[src/rtl/iq_burst_framer_pkg.sv]
// Shared types and constants for the I/Q burst framer: FSM states,
// settings-register offsets, CTRL bit positions and the SPP reset value.
package iq_burst_framer_pkg;

  typedef enum logic [1:0] {
    IDLE     = 2'd0,
    RUN      = 2'd1,
    STOPPING = 2'd2
  } state_t;

  localparam int SPP_OFS   = 0;
  localparam int BURST_OFS = 1;
  localparam int CTRL_OFS  = 2;

  localparam int CTRL_START = 0;
  localparam int CTRL_STOP  = 1;

  localparam logic [15:0] SPP_RESET = 16'd16;

endpackage

[src/rtl/iq_framer_skid.sv]
// Two-entry AXI-Stream skid buffer: one cycle from accept to valid, full throughput,
// input ready depends only on occupancy, never on the downstream ready.
module iq_framer_skid #(
  parameter int W = 33
) (
  input  logic         i_clk,
  input  logic         i_rst,
  input  logic         i_clr,
  input  logic [W-1:0] i_dat,
  input  logic         i_vld,
  output logic         o_rdy,
  output logic [W-1:0] o_dat,
  output logic         o_vld,
  input  logic         i_rdy
);

  logic [W-1:0] r_mem [0:1];
  logic         r_wr_ptr;
  logic         r_rd_ptr;
  logic [1:0]   r_cnt;
  logic         w_push;
  logic         w_pop;

  assign o_rdy  = (r_cnt != 2'd2);
  assign o_vld  = (r_cnt != 2'd0);
  assign o_dat  = r_mem[r_rd_ptr];
  assign w_push = i_vld & o_rdy;
  assign w_pop  = o_vld & i_rdy;

  always_ff @(posedge i_clk or posedge i_rst) begin
    if (i_rst) begin
      r_mem[0] <= '0;
      r_mem[1] <= '0;
      r_wr_ptr <= 1'b0;
      r_rd_ptr <= 1'b0;
      r_cnt    <= 2'd0;
    end else if (i_clr) begin
      r_wr_ptr <= 1'b0;
      r_rd_ptr <= 1'b0;
      r_cnt    <= 2'd0;
    end else begin
      if (w_push) begin
        r_mem[r_wr_ptr] <= i_dat;
        r_wr_ptr        <= ~r_wr_ptr;
      end
      if (w_pop) r_rd_ptr <= ~r_rd_ptr;
      case ({w_push, w_pop})
        2'b10:   r_cnt <= 2'(r_cnt + 2'd1);
        2'b01:   r_cnt <= 2'(r_cnt - 2'd1);
        default: r_cnt <= r_cnt;
      endcase
    end
  end

endmodule

[src/rtl/iq_burst_framer.sv]
// Re-frames a continuous I/Q stream into SPP-sample packets, optionally N-packet bursts.
// Optional completed-packet statistics counter under IQ_BURST_FRAMER_STATS_EN.
module iq_burst_framer
  import iq_burst_framer_pkg::*;
#(
  parameter int WIDTH   = 32,
  parameter int SR_BASE = 132
) (
  input  logic             clk,
  input  logic             reset,
  input  logic             clear,
  input  logic             set_stb,
  input  logic [7:0]       set_addr,
  input  logic [31:0]      set_data,
  input  logic [WIDTH-1:0] i_tdata,
  input  logic             i_tlast,
  input  logic             i_tvalid,
  output logic             i_tready,
  output logic [WIDTH-1:0] o_tdata,
  output logic             o_tlast,
  output logic             o_tvalid,
  input  logic             o_tready,
  output logic             busy,
  output logic             burst_done,
  output logic [31:0]      rb_pkt_count
);

  localparam logic [7:0] ADDR_SPP   = 8'(SR_BASE + SPP_OFS);
  localparam logic [7:0] ADDR_BURST = 8'(SR_BASE + BURST_OFS);
  localparam logic [7:0] ADDR_CTRL  = 8'(SR_BASE + CTRL_OFS);

  state_t      r_state;
  state_t      w_nxt;
  logic [15:0] r_spp_cfg, r_burst_cfg;
  logic [15:0] r_spp_wk, r_burst_wk;
  logic [15:0] r_smp_cnt, r_pkt_cnt;
  logic [15:0] w_pkt_nxt;
  logic        w_start, w_stop, w_ctrl;
  logic        w_acc, w_last_smp, w_last, w_burst_hit;
  logic        w_skid_rdy;
  logic [WIDTH:0] w_skid_dat;
  logic        w_unused;

  assign w_unused = &{1'b0, i_tlast, set_data[31:16]};

  assign w_ctrl  = set_stb && (set_addr == ADDR_CTRL);
  assign w_stop  = w_ctrl && set_data[CTRL_STOP];
  assign w_start = w_ctrl && set_data[CTRL_START] && !set_data[CTRL_STOP];

  assign w_acc       = i_tvalid & i_tready;
  assign w_last_smp  = (r_smp_cnt == 16'(r_spp_wk - 16'd1));
  assign w_last      = w_acc & w_last_smp;
  assign w_pkt_nxt   = (r_pkt_cnt == 16'hFFFF) ? r_pkt_cnt : 16'(r_pkt_cnt + 16'd1);
  assign w_burst_hit = (r_burst_wk != 16'd0) && (w_pkt_nxt == r_burst_wk);

  // Zero SPP is clamped so a packet always holds at least one sample.
  always_ff @(posedge clk or posedge reset) begin
    if (reset) begin
      r_spp_cfg   <= SPP_RESET;
      r_burst_cfg <= 16'd0;
    end else if (set_stb) begin
      if (set_addr == ADDR_SPP)
        r_spp_cfg <= (set_data[15:0] == 16'd0) ? 16'd1 : set_data[15:0];
      if (set_addr == ADDR_BURST)
        r_burst_cfg <= set_data[15:0];
    end
  end

  always_ff @(posedge clk or posedge reset) begin
    if (reset) begin
      r_spp_wk   <= SPP_RESET;
      r_burst_wk <= 16'd0;
      r_smp_cnt  <= 16'd0;
      r_pkt_cnt  <= 16'd0;
    end else if (clear) begin
      r_smp_cnt  <= 16'd0;
      r_pkt_cnt  <= 16'd0;
    end else if (r_state == IDLE && w_start) begin
      r_spp_wk   <= r_spp_cfg;
      r_burst_wk <= r_burst_cfg;
      r_smp_cnt  <= 16'd0;
      r_pkt_cnt  <= 16'd0;
    end else if (w_acc) begin
      if (w_last_smp) begin
        r_smp_cnt  <= 16'd0;
        r_pkt_cnt  <= w_pkt_nxt;
        r_spp_wk   <= r_spp_cfg;
        r_burst_wk <= r_burst_cfg;
      end else begin
        r_smp_cnt  <= 16'(r_smp_cnt + 16'd1);
      end
    end
  end

  always_ff @(posedge clk or posedge reset) begin
    if (reset)      r_state <= IDLE;
    else if (clear) r_state <= IDLE;
    else            r_state <= w_nxt;
  end

  always_comb begin
    w_nxt = r_state;
    case (r_state)
      IDLE:     if (w_start) w_nxt = RUN;
      RUN: begin
        if (w_last && (w_stop || w_burst_hit)) w_nxt = IDLE;
        else if (w_stop)                       w_nxt = STOPPING;
      end
      STOPPING: if (w_last) w_nxt = IDLE;
      default:  w_nxt = IDLE;
    endcase
  end

  always_comb begin
    i_tready   = 1'b0;
    busy       = o_tvalid;
    burst_done = 1'b0;
    if (r_state != IDLE) begin
      i_tready   = w_skid_rdy;
      busy       = 1'b1;
      burst_done = w_last & w_burst_hit;
    end
  end

  iq_framer_skid #(.W(WIDTH + 1)) u_skid (
    .i_clk (clk),
    .i_rst (reset),
    .i_clr (clear),
    .i_dat ({w_last_smp, i_tdata}),
    .i_vld (w_acc),
    .o_rdy (w_skid_rdy),
    .o_dat (w_skid_dat),
    .o_vld (o_tvalid),
    .i_rdy (o_tready)
  );

  assign o_tdata = w_skid_dat[WIDTH-1:0];
  assign o_tlast = w_skid_dat[WIDTH];

`ifdef IQ_BURST_FRAMER_STATS_EN
  logic [31:0] r_pkt_stat;
  always_ff @(posedge clk or posedge reset) begin
    if (reset)                              r_pkt_stat <= 32'd0;
    else if (clear)                         r_pkt_stat <= 32'd0;
    else if (o_tvalid & o_tready & o_tlast) r_pkt_stat <= 32'(r_pkt_stat + 32'd1);
  end
  assign rb_pkt_count = r_pkt_stat;
`else
  assign rb_pkt_count = 32'd0;
`endif

endmodule

[config.mk]
export PLATFORM = sky130hd
export DESIGN_NAME = iq_burst_framer
export DESIGN_NICKNAME = d
export VERILOG_FILES = /design/src/rtl/iq_burst_framer_pkg.sv /design/src/rtl/iq_framer_skid.sv /design/src/rtl/iq_burst_framer.sv
export SDC_FILE = /design/constraint.sdc
export NUM_CORES = 1
export LEC_CHECK = 0
export BUFFER_PORTS_ARGS = -buffer_cell sky130_fd_sc_hd__buf_2
export CAP_MARGIN = 20
export CORE_ASPECT_RATIO = 0.5
export CORE_UTILIZATION = 50
export CTS_CLUSTER_SIZE = 20
export DETAILED_ROUTE_END_ITERATION = 10
export PLACE_DENSITY = 0.74
export SETUP_SLACK_MARGIN = 0.1
export SLEW_MARGIN = 20
export SYNTH_ARGS = -nofsm -noshare
export SYNTH_HDL_FRONTEND = slang
export SYNTH_HIERARCHICAL = 1
export SYNTH_SLANG_ARGS = --single-unit
[constraint.sdc]
create_clock -name clk -period 3.85 [get_ports clk]
set_input_delay 0.1925 -clock clk [delete_from_list [all_inputs] [get_ports clk]]
set_output_delay 0.1925 -clock clk [all_outputs]
set_load 0.05 [all_outputs]
* After elaboration in Yosys (flattened, before gate mapping)
Cells that the tools add are included.
** Cells by class
- $add $sub $neg :: 5
- Multipliers :: 0
- $lt $le $gt $ge :: 3
- Multiplexer cells :: 37
- Divide/modulo/power cells :: 0
- Reduce and logical (&&, ||, !) cells :: 28
- Bitwise gates (word level) :: 10
- Shifts and indexed selects :: 0
- Equality and inequality tests :: 14
** Operators by type and width (count)
- 2-to-1 mux 16 bit :: 16
- 2-to-1 mux 33 bit :: 4
- bitwise mux 66 bit :: 1
- demux 33 bit (select 1 bit) :: 1
- adder 16 x 1 -> 16 bit (second input constant) :: 2
- equality test 16 bit :: 2
- equality test 8 bit (second input constant) :: 3
- equality test 16 bit (second input constant) :: 1
- logical NOT 16 bit :: 1
- nonzero test 16 bit :: 1
- subtractor 16 x 1 -> 16 bit (second input constant) :: 1
- 2-to-1 mux 2 bit :: 6
- nonzero test 2 bit :: 6
- nonzero test 3 bit :: 3
- logical AND 1 bit :: 8
- AND reduction 2 bit :: 4
- 2-to-1 mux 1 bit :: 7
- != test 3 bit (second input constant) :: 2
- one-hot mux 2 bit (3 select lines) :: 1
- AND reduction 3 bit :: 2
- AND 1 bit :: 5
- equality test 2 x 1 -> 1 bit (second input constant) :: 2
- equality test 2 bit (second input constant) :: 2
- greater-or-equal comparator 2 bit (second input constant) :: 2
- 11 further kinds :: 14
** Storage, ports and cells
- Flip-flop bits (word level) :: 168
- Bits in writable memories :: 0
- Bits in read-only memories :: 0
- Bits in latches :: 0
- Word-level logic and storage cells :: 109
- Memories kept :: 0

* Depth between registers and ports, before layout
- Depth after elaboration :: 9
- Mapped depth :: 12

* By module
Netlist, hierarchy kept.
** By module, submodules not included
- iq_burst_framer :: area an instance 6092.1 µm², sequential area each 2454.9 µm², times used 1, cells each 614
- iq_framer_skid :: area an instance 3098.0 µm², sequential area each 1751.7 µm², times used 1, cells each 201

* Least setup slack after synthesis
Ideal clock, no wire load.
- Kind :: register -> output
- Start point :: reg r_spp_wk[2]
- End point :: out burst_done
- Path slack :: -0.033 ns
- Data arrival time :: 3.691 ns
- Cell stages (with the launch flop) :: 9
- Required time :: 3.658 ns
- Cells stage by stage :: dfrtp_1 -> or4_1 -> buf_2 -> or3_4 -> a2111oi_4 -> nand3_1 -> nor2_1 -> nand3_1 -> nor4_1
** On the way
- Longest elaborated chain between the ends :: 5
** Ends and longest elaborated chain
- start, declared :: RTL line iq_burst_framer.sv:35 : logic [15:0] r_spp_wk, r_burst_wk;
- start signal, assigned :: RTL line iq_burst_framer.sv:79 : r_spp_wk <= r_spp_cfg;
- start signal, assigned :: RTL line iq_burst_framer.sv:87 : r_spp_wk <= r_spp_cfg;
- subtractor 16 x 1 -> 16 bit :: RTL line iq_burst_framer.sv:51 : assign w_last_smp = (r_smp_cnt == 16'(r_spp_wk - 16'd1));
- equality test 16 bit :: RTL line iq_burst_framer.sv:51
- AND 1 bit :: RTL line iq_burst_framer.sv:52 : assign w_last = w_acc & w_last_smp;
- AND 1 bit :: RTL line iq_burst_framer.sv:121 : burst_done = w_last & w_burst_hit;
- 2-to-1 mux 1 bit :: RTL line iq_burst_framer.sv:118 : if (r_state != IDLE) begin
- end, declared :: RTL line iq_burst_framer.sv:24 : output logic burst_done,
Every way passes these cells.

* Worst setup path after layout
Ends and elaborated chain as after synthesis.

==> flow_metrics.env <==
export IMPL_status="completed"
export IMPL_vias=6859
export IMPL_fin_skew_ns=0.0113
export IMPL_ir_drop_uv=321
export IMPL_start_kind="flop"
export IMPL_max_slew_margin_pct=35.7
export IMPL_criticalPathCategory="reg2out"
export IMPL_layout_drive_gt1_share_pct=34.5
export IMPL_dieArea_sq_um=19000
export IMPL_clockBufferDepth=2
export IMPL_synth_top_family_by_area="multiplexers"
export IMPL_leakage_nw=5.16
export IMPL_synth_area_leaders="dfrtp_1 (45%), mux2_2 (18%), buf_4 (2.9%)"
export IMPL_finalSetupViolCount=0
export IMPL_timing_rr_start="r_spp_wk[2]"
export IMPL_gr_total_overflow=0
export IMPL_yosys_area_share_simple_pct=14.2
export IMPL_grt_pass1_wl_um=36700
export IMPL_synth_compound_area_share_pct=9.16
export IMPL_path_max_fanout=8
export IMPL_rr_worst_depth=7
export IMPL_synth_cell_type_count=72
export IMPL_path_cells="or4_4 > or3_4 > a2111oi_4 > nand3_1 > nor2_1 > nand3_1 > nor4_2 > clkbuf_4"
export IMPL_dpl_hpwl_um=15600
export IMPL_drv_slew=0
export IMPL_ys_warnings_count=6
export IMPL_final_util_pct=60.4
export IMPL_critical_path_max_stage_delay_ns=0.61
export IMPL_synth_area_mux_share_pct=20.4
export IMPL_hp_class="in2reg"
export IMPL_yosys_most_used_dff="dfrtp_1"
export IMPL_crit_path_end_kind="output port"
export IMPL_reg2reg_slack_ns=0.54
export IMPL_cpMostUsedCell="nand3_1"
export IMPL_fin_setup_tns_ns=0
export IMPL_yosysMostFrequentCell="dfrtp_1"
export IMPL_p_switching_mw=0.988
export IMPL_synth_commonest_cells="dfrtp_1 (166), mux2_2 (146), nor2_1 (36)"
export IMPL_synth_xor_xnor_area_share_pct=4.48
export IMPL_clkPwrFrac_pct=44.7
export IMPL_grt_total_usage_pct=24.5
export IMPL_synth_top_area_cell="dfrtp_1"
export IMPL_yosys_area_share_adder_pct=0.408
export IMPL_cts_num_sinks=168
export IMPL_clock_root_buffer="clkbuf_16"
export IMPL_drt_iter0_drc=387
export IMPL_die_height_um=97.9
export IMPL_wl_per_cell_um=18.9
export IMPL_syn_to_final_growth_pct=16.1
export IMPL_max_cap_violations=0
export IMPL_power_density_nw_per_um2=364
export IMPL_syn_area_sq_um=9190
export IMPL_reg2reg_to="r_pkt_cnt[13]"
export IMPL_clk_latency_ns=0.44
export IMPL_synth_edff_count=0
export IMPL_critPathSlowestCell="or4_4"
export IMPL_io_buffer_count=98
export IMPL_cts_tree="done"
export IMPL_antenna_found_initial=0
export IMPL_cts_clk_slew_worst_paths_ns=0.07
export IMPL_numCtsBuffers=17
export IMPL_fp_coreArea_sq_um=17700
export IMPL_dr_pass1_iters=5
export IMPL_internal_power_mw=2.89
export IMPL_place_gp_congestion=0.937
export IMPL_syn_avg_cell_area_sq_um=11.3
export IMPL_die_w_um=194
export IMPL_rows=34
export IMPL_max_slew_worst_pin_slew_ns=0.964
export IMPL_htreeDepth=4
export IMPL_power_mw=3.88
export IMPL_grt_max_degree=78
export IMPL_remaining_drc_errors=0
export IMPL_whs_ns=0.0128
export IMPL_fill_cells=1442
export IMPL_timing_final_crit_share_pct=92.3
export IMPL_cp_required_ns=3.66
export IMPL_num_antenna_cells=0
export IMPL_seq_area_frac_synth_pct=45.8
export IMPL_finalHoldViolations=0
export IMPL_pwr_share_seq_pct=46.9
export IMPL_final_antenna_net_count=0
export IMPL_synth_seq_cells=168
export IMPL_fin_crit_ns=3.55
export IMPL_fmax_ghz=0.282
export IMPL_finalNetCount=1010
export IMPL_async_flop_share_pct=100
export IMPL_synth_cells=815
export IMPL_pwr_share_comb_pct=8.5
export IMPL_worstPathArrival_ns=3.36
export IMPL_start_util_pct=52.1
export IMPL_critPathCapture="burst_done"
export IMPL_via_per_inst=5.84
export IMPL_grt_pass1_vias=6856
export IMPL_synth_top_area_share_pct=45.2
export IMPL_ios=148
export IMPL_routed_wl_um=22200
export IMPL_crit_start="r_spp_wk[2]"
export IMPL_p_sw_share_pct=25.5
export IMPL_rsz0062_at_grt="no"
==> worst max-delay path: cells and delay by family, from the launching register on <==
family | cells | cell delay (ns)
and+or+nand+nor | 6 | 1.82
DFF | 1 | 0.46
AOI/OAI and AO/OA | 1 | 0.36
buffers and inverters | 1 | 0.27
==> cell type report <==
cell class              instances  area, sq um  area share (%)
well taps                     234          293            2.74
clock buffers                  19          453            4.25
repair buffers                140          881            8.26
flip-flops and latches        168         4210            39.4
clock inverters                13          141            1.33
multi-input cells             586         4630            43.4
inverters                      15         58.8           0.551
==> cells by family after synthesis <==
| logic type | after synthesis |
|---|---|
| AND/OR/NAND/NOR | 219 |
| flip-flops | 168 |
| multiplexers | 167 |
| AO/OA/AOI/OAI | 118 |
| buffers and inverters | 92 |
| XOR/XNOR | 47 |
| adder cells (fa/ha/maj) | 3 |
| other | 1 |
==> worst min path at each step <==
stage | start | to | slack (ns) | cells after the start
floorplan | clear | u_skid/r_cnt[0] | 0.26 | 1
global placement | i_tdata[24] | u_skid/r_mem[24] | 0.42 | 2
detailed placement | i_tdata[2] | u_skid/r_mem[35] | 0.43 | 2
CTS | i_tdata[23] | u_skid/r_mem[56] | 0.0004 | 2
global route | i_tdata[23] | u_skid/r_mem[56] | 0.002 | 2
finish | i_tdata[11] | u_skid/r_mem[44] | 0.01 | 2
==> power by group through the flow <==
stage,combinational (mW),sequential [mW],clock [mW]
floorplan,0.250,1.85,0
global placement,0.303,1.85,0
detailed placement,0.310,1.85,0
CTS,0.330,1.82,1.77
global route,0.353,1.82,1.83
finish,0.328,1.82,1.73
==> metrics by stage <==
stage          cell area [sq um]  setup slack, ns  cells
2_1_floorplan               9310            0.533    846
3_3_place_gp                9780            0.553   1116
3_5_place_dp                9780            0.487   1116
4_1_cts                    10600            0.134   1172
5_1_grt                    10700            0.117   1175
6_report                   10700            0.298   1175
==> sequential cells by signal, summed over array words and instances (netlist names) <==
name / cells
u_skid/r_mem: 66
r_burst_cfg: 16
r_burst_wk: 16
r_pkt_cnt: 16
r_smp_cnt: 16
r_spp_cfg: 16
r_spp_wk: 16
r_state: 2
u_skid/r_cnt: 2
u_skid/r_rd_ptr: 1
u_skid/r_wr_ptr: 1
==> layer usage <==
| metal | part of all wire (%) | GRT usage (%) | vias up | routed length, um |
|---|---|---|---|---|
| li1 | - | - | 3190 | - |
| met1 | 47 | 33.5 | 3438 | 10400 |
| met2 | 47 | 39.7 | 204 | 10400 |
| met3 | 4.9 | 4.49 | 27 | 1090 |
| met4 | 1.6 | 8.31 | 0 | 348 |
| met5 | 0 | 0 | - | 0 |
==> timing repair <==
| item | in CTS | in global routing |
|---|---|---|
| hold buffers | 24 | 0 |
| gates resized for setup | 0 | 9 |
| endpoints found under the hold margin | 75 | 0 |
| buffers inserted | 0 | 3 |
| setup endpoints to repair | 0 | 1 |
==> cells in the final DEF, fill, tap and decap left out, drive strengths merged, types with 3 or more instances in the layout <==
master,Yosys,final
ha,3,3
nor2b,8,8
a211oi,7,7
o21a,7,7
nor4b,3,3
xor2,22,22
nand3,21,21
dlygate4sd3,0,24
o21ai,23,23
inv,15,20
clkbuf,30,20
clkinvlp,0,3
a311oi,5,5
nor3b,10,10
or3,10,10
nand4b,3,3
buf,47,115
or4,4,4
a2111oi,5,5
nand3b,4,4
o31ai,6,6
dfrtp,166,166
nor4,22,22
nor3,17,17
nand4,16,16
nand2,25,25
nor2,36,36
a31oi,5,5
clkinv,0,3
o2111ai,4,4
mux2,165,165
nand2b,3,3
and4,14,14
and2,4,4
or2,4,4
o311ai,5,5
xnor2,25,25
conb,1,32
and3,12,12
a21oi,25,25
Note: power is estimated with default switching activity, not from simulation.
